==> config.mk <==
export PLATFORM = sky130hd
export DESIGN_NAME = rr_channel_mux
export DESIGN_NICKNAME = d
export VERILOG_FILES = /design/src/rtl/rr_channel_mux_pkg.sv /design/src/rtl/rr_channel_mux_arbiter.sv /design/src/rtl/rr_channel_mux.sv
export SDC_FILE = /design/constraint.sdc
export NUM_CORES = 1
export LEC_CHECK = 0
export CAP_MARGIN = 20
export CORE_AREA = 2 2 47 49
export CTS_CLUSTER_SIZE = 30
export DETAILED_ROUTE_END_ITERATION = 10
export DIE_AREA = 0 0 49 51
export DONT_BUFFER_PORTS = 1
export PLACE_DENSITY_LB_ADDON = 0.3
export SLEW_MARGIN = 20
export SYNTH_ARGS = -nofsm -noshare
export SYNTH_HDL_FRONTEND = slang
export SYNTH_HIERARCHICAL = 1
export SYNTH_SLANG_ARGS = --single-unit
==> constraint.sdc <==
create_clock -name clk -period 2.7 [get_ports clk]
set_clock_uncertainty 0.2 [all_clocks]
set_input_delay 0.81 -clock clk [delete_from_list [all_inputs] [get_ports clk]]
set_output_delay 0.81 -clock clk [all_outputs]
set_load 0.05 [all_outputs]
==> src/rtl/rr_channel_mux_pkg.sv <==
// Shared definitions for the channel mux/demux pair: default sizes and the tag type.
// Both ends import this package so their channel tag widths always agree.
package mux_pkg;

   localparam int DATA_W_DEF = 8;
   localparam int NUM_CH_DEF = 4;
   localparam int SEL_W      = $clog2(NUM_CH_DEF);

   typedef logic [SEL_W-1:0] chan_sel_t;

   // Round-robin successor of a granted channel; with skip_zero set, channel 0
   // sits outside the rotation, so the wrap goes from n-1 to 1.
   function automatic int rr_next(input int idx, input int n, input bit skip_zero);
      int nxt;
      nxt = (idx + 1) % n;
      if (skip_zero && nxt == 0) begin
         nxt = 1;
      end
      return nxt;
   endfunction

endpackage

==> src/rtl/rr_channel_mux_arbiter.sv <==
// Combinational round-robin search: first requester at or above rr_ptr, modulo NUM_CH.
// gnt is one-hot only when en is high; gnt_idx/gnt_any report the winner regardless.
module rr_arbiter
   import mux_pkg::*;
#(
   parameter  int NUM_CH = NUM_CH_DEF,
   localparam int SW     = $clog2(NUM_CH)
) (
   input  logic [NUM_CH-1:0] req,
   input  logic [SW-1:0]     rr_ptr,
   input  logic              en,
   output logic [NUM_CH-1:0] gnt,
   output logic [SW-1:0]     gnt_idx,
   output logic              gnt_any
);

   logic [SW-1:0] idx;

   // NUM_CH is a power of two, so the SW-bit add wraps modulo NUM_CH for free.
   always_comb begin
      idx     = '0;
      gnt_idx = '0;
      gnt_any = 1'b0;
      for (int i = 0; i < NUM_CH; i++) begin
         idx = rr_ptr + SW'(i);
         if (!gnt_any && req[idx]) begin
            gnt_any = 1'b1;
            gnt_idx = idx;
         end
      end
   end

   always_comb begin
      gnt = '0;
      if (en && gnt_any) begin
         gnt[gnt_idx] = 1'b1;
      end
   end

endmodule

==> src/rtl/rr_channel_mux.sv <==
// Round-robin NUM_CH-to-1 channel mux with a registered, tagged output stage.
// Optional RR_CHANNEL_MUX_CH0_PRIO_EN: channel 0 gets strict priority over the rotation.
module rr_channel_mux
   import mux_pkg::*;
#(
   parameter  int DATA_W = DATA_W_DEF,
   parameter  int NUM_CH = NUM_CH_DEF,
   localparam int SW     = $clog2(NUM_CH)
) (
   input  logic                     clk,
   input  logic                     rst,
   input  logic [NUM_CH-1:0]        in_valid,
   input  logic [NUM_CH*DATA_W-1:0] in_data,
   output logic [NUM_CH-1:0]        in_ready,
   output logic                     out_valid,
   output logic [DATA_W-1:0]        out_data,
   output logic [SW-1:0]            out_sel,
   input  logic                     out_ready
);

   // valid/ready: a word moves on a rising edge where both valid and ready are high;
   // in_ready never depends on out_valid of a later stage beyond the load_ok term.

   logic [SW-1:0]     rr_ptr;
   logic [SW-1:0]     ptr_nxt;
   logic [NUM_CH-1:0] arb_req;
   logic [NUM_CH-1:0] arb_gnt;
   logic [SW-1:0]     arb_idx;
   logic              arb_any;
   logic              arb_en;
   logic              load_ok;
   logic [SW-1:0]     g_idx;
   logic              g_any;
   logic              take;
   logic [DATA_W-1:0] sel_data;

   assign load_ok = !out_valid || out_ready;
   assign arb_en  = load_ok && !rst;

`ifdef RR_CHANNEL_MUX_CH0_PRIO_EN
   // Channel 0 is removed from the rotation; it wins outright whenever it is valid.
   assign arb_req = {in_valid[NUM_CH-1:1], 1'b0};
`else
   assign arb_req = in_valid;
`endif

   rr_arbiter #(
      .NUM_CH (NUM_CH)
   ) u_arb (
      .req     (arb_req),
      .rr_ptr  (rr_ptr),
      .en      (arb_en),
      .gnt     (arb_gnt),
      .gnt_idx (arb_idx),
      .gnt_any (arb_any)
   );

   always_comb begin
      g_idx    = arb_idx;
      g_any    = arb_any;
      in_ready = arb_gnt;
`ifdef RR_CHANNEL_MUX_CH0_PRIO_EN
      if (in_valid[0]) begin
         g_idx       = '0;
         g_any       = 1'b1;
         in_ready    = '0;
         in_ready[0] = arb_en;
      end
`endif
      take = arb_en && g_any;
   end

   always_comb begin
      sel_data = in_data[int'(g_idx)*DATA_W +: DATA_W];
   end

   always_comb begin
      ptr_nxt = rr_ptr;
`ifdef RR_CHANNEL_MUX_CH0_PRIO_EN
      // A channel-0 grant leaves the rotation position untouched.
      if (g_idx != '0) begin
         ptr_nxt = SW'(rr_next(int'(g_idx), NUM_CH, 1'b1));
      end
`else
      ptr_nxt = SW'(rr_next(int'(g_idx), NUM_CH, 1'b0));
`endif
   end

   always_ff @(posedge clk) begin
      if (rst) begin
         out_valid <= 1'b0;
         out_data  <= '0;
         out_sel   <= '0;
         rr_ptr    <= '0;
      end else if (take) begin
         out_valid <= 1'b1;
         out_data  <= sel_data;
         out_sel   <= g_idx;
         rr_ptr    <= ptr_nxt;
      end else if (out_valid && out_ready) begin
         out_valid <= 1'b0;
      end
   end

endmodule

==> results.md <==
Clock tree
* Clock H-tree levels: 1
* number of hold buffers added after cts: 0
* total CTS buffers: 3
* Worst-path clk slew: 0.07 ns
* TritonCTS clock tree: built
* later-pin clock latency in the skew report: 0.28 ns
* Clock Sinks: 13
* CTS Buffer Depth: 2
* cell at the root of the clock tree: sky130_fd_sc_hd__clkbuf_4

Global routing
* largest net degree at the start of global routing: 22
* gr ovfl total: 0
* vias in the first global route: 753
* global-route wire length before repair: 3390 um
* global-route total usage across every layer: 17.9%
* antenna violations before repair: 0

Power
* power density of the placed cells: 604 nW/um^2
* Static Leak: 0.453 nW
* worst-case vdd ir drop: 394 uV

Place
* Post-DP HPWL: 1580 um
* IO buf count: 0
* final weighted congestion in routability-driven placement: 0.737
* Area after DPL: 1090 sq um

STA
* Max Clock Freq: 370 MHz
* transition time at the pin with the least slew margin: 0.562 ns
* Finish-stage setup viols: 2
* fin worst setup slack: -0.00145 ns
* worst slew margin relative to its limit: 62.5%
* unrepaired setup endpoints after global routing: true
* Tmin final: 2.70 ns
* final worst hold slack: 0.392 ns
* final number of max-transition violations: 0
* Period Utilization, post-route: 100%
* endpoints failing hold: 0

Die
* placeable core region: 2060 sq um
* die area: 2500 sq um
* Die Span Y: 51 um
* die extent in x: 49 um
* number of core rows: 17
* Top-Level Pins: 54
* effective utilization at floorplan: 41.5%

Finish
* Final Net Count: 141
* core utilization of the finished layout: 55.6%
* antenna diode count: 0
* fraction of layout cells with a size suffix above 1: 43.6%
* final standard cell area without fillers: 1150 sq um
* layout filler cell count: 193
* layout overhead on the synthesized area: 33.9%

Status
* failing checks: negative setup slack
* result of the run: complete, but fails checks

Logic synthesis
* gate count of the mapped netlist: 91
* synthesized cell area: 857 sq um
* EDFF count, synth: 0
* fraction of the yosys area taken by sequential cells: 30.4%
* most used flip-flop cell after synthesis: sky130_fd_sc_hd__dfxtp_1
* Post-Syn Nets: 130
* post-synthesis area per instance: 9.42 sq um
* share of flip-flops with an asynchronous set or reset after synthesis: 0%
* largest area contributor in the synthesized netlist: sky130_fd_sc_hd__dfxtp_1
* number of distinct standard cells referenced by the synthesized netlist: 27
* yosys synthesis warning count: 6
* leading cell types by total area after synthesis: sky130_fd_sc_hd__dfxtp_1, sky130_fd_sc_hd__mux4_2, sky130_fd_sc_hd__o211ai_1, sky130_fd_sc_hd__nand4_1, sky130_fd_sc_hd__nand2_1
* top cell type's share of synthesized area: 30.4%
* synthesized flop and latch total: 13

Min path
* Hold Crit Endpoint: out_sel[0]
* instance count along the most critical hold path: 1
* start point of the worst hold path: rst
* Hold/Removal Path Class: in2reg

Worst setup path
* critical path required time: 1.69 ns
* largest driver fanout on the critical path: 4
* worst reg2reg setup slack: 0.54 ns
* Data arrival, critical path: 1.69 ns
* reg-to-reg critical path endpoint: out_data[3]
* Worst Path Class, Setup: in2out
* depth of the worst register-to-register path: 7
* kind of end point of the critical path: output pin
* source of the worst register-to-register timing path: rr_ptr[0]
* kind of start point of the critical path: primary input

Run
* number of max-cap violations: 0

Detailed routing
* highest metal layer with signal wires: met4
* number of nets still failing antenna checks after routing: 0
* average wire per standard cell: 16.2 um
* met3 wire length: 169 um
* met2 routed wirelength: 1010 um
* DR vias: 777
* DRC violation total after the first TritonRoute iteration: 21
* overall routed net length: 2090 um
* total DRC errors in the routed layout: 0
* detail-routed via count per cell: 6.02
* detailed-routing wirelength on met1: 901 um
* number of search-and-repair iterations in the first detailed-routing pass: 4

[area by class of cell]
cell class | instances | area, sq um | area share [%]
Clock buffer | 4 | 26.3 | 2.29
Inverter | 6 | 22.5 | 1.96
Multi-Input combinational cell | 64 | 634 | 55.3
Sequential cell | 13 | 262 | 22.8
Tap cell | 28 | 35.0 | 3.05
Timing Repair Buffer | 14 | 168 | 14.6
[where the power goes]
part | internal [W] | switching, W | total, W
Combinational | 0.000140 | 0.000119 | 0.000259
Clock | 0.0000573 | 0.0000628 | 0.000120
Sequential | 0.000218 | 0.0000955 | 0.000314
[sequential cells by signal, summed over array words and instances (netlist names)]
name,count
out_sel,2
out_data,8
out_valid,1
rr_ptr,2
[metrics by stage]
stage                     setup TNS (ns)  total power [W]  worst slack [ns]  cells
after floorplan                   -0.485         0.000503            -0.215     91
after global placement           -0.0543         0.000557           -0.0279    124
after detailed placement          -0.113         0.000561           -0.0578    124
after CTS                        -0.0232         0.000699           -0.0232    129
after global routing              -0.182         0.000732           -0.0554    129
final                           -0.00154         0.000693          -0.00145    129
[Yosys cell counts (all sizes together), types with 2 or more instances]
cell type	instances
nand2	9
mux4	8
nand4	9
nor3b	3
clkbuf	3
nand2b	3
nand3	2
buf	5
o211ai	10
dfxtp	13
nor2	3
inv	6
o21ai	2
nor3	3
a21oi	5
[critical path, stage by stage]
cell,delay (ns)
sky130_fd_sc_hd__inv_2,0.04
sky130_fd_sc_hd__o22ai_2,0.10
sky130_fd_sc_hd__a211oi_4,0.31
sky130_fd_sc_hd__and4_2,0.29
sky130_fd_sc_hd__buf_12,0.14
[logic make-up (layout without fill, tap and decap cells)]
| logic type | after synthesis | in the layout | synth area share [%] |
|---|---|---|---|
| AOI/OAI and AO/OA | 21 | 21 | 17.1 |
| xor gates and xnor gates | 1 | 1 | 1.02 |
| buffers and inverters | 14 | 24 | 8.03 |
| DFF | 13 | 13 | 30.4 |
| muxes | 8 | 8 | 21.0 |
| and+or+nand+nor | 34 | 34 | 22.5 |
[routing by layer]
layer | global-route usage [%] | vias to the layer above
met3 | 7.60 | 2
met5 | 0 | -
met2 | 27.2 | 37
li1 | - | 368
met4 | 5.24 | 0
met1 | 23.3 | 370
[cells in the final DEF (no fill, tap or decap), types with 2 or more instances in the layout]
| cell type | synthesis | routed |
|---|---|---|
| sky130_fd_sc_hd__buf_4 | 1 | 9 |
| sky130_fd_sc_hd__nand3_1 | 2 | 2 |
| sky130_fd_sc_hd__dfxtp_1 | 13 | 12 |
| sky130_fd_sc_hd__inv_2 | 0 | 2 |
| sky130_fd_sc_hd__o211ai_1 | 10 | 10 |
| sky130_fd_sc_hd__clkbuf_4 | 0 | 3 |
| sky130_fd_sc_hd__nand2_1 | 9 | 8 |
| sky130_fd_sc_hd__nor3_4 | 0 | 2 |
| sky130_fd_sc_hd__mux4_2 | 8 | 8 |
| sky130_fd_sc_hd__nor2_1 | 3 | 2 |
| sky130_fd_sc_hd__nand4_1 | 9 | 9 |
| sky130_fd_sc_hd__buf_12 | 0 | 5 |
| sky130_fd_sc_hd__a21oi_2 | 0 | 2 |
| sky130_fd_sc_hd__nor3b_4 | 0 | 2 |
| sky130_fd_sc_hd__inv_1 | 6 | 4 |
| sky130_fd_sc_hd__nand2b_4 | 0 | 2 |
| sky130_fd_sc_hd__a21oi_1 | 5 | 2 |
| sky130_fd_sc_hd__o21ai_0 | 2 | 2 |
[how the worst max path moves through the flow]
stage	slack [ns]	to	cells past startpoint	start
2_1_floorplan	-0.21	in_ready[1]	4	in_valid[1]
3_3_place_gp	-0.03	in_ready[3]	5	in_valid[0]
3_5_place_dp	-0.06	in_ready[2]	5	in_valid[0]
4_1_cts	-0.02	in_ready[2]	6	in_valid[2]
5_1_grt	-0.06	in_ready[1]	5	in_valid[2]
6_report	-0.001	in_ready[3]	5	in_valid[2]
[timing repair]
item,in CTS,in global routing
resized for setup,3,2
gates cloned,0,0
setup buffers,1,0
endpoints found under the setup margin,3,4
pin swaps,1,3
Power figures use the tool's default switching activity.
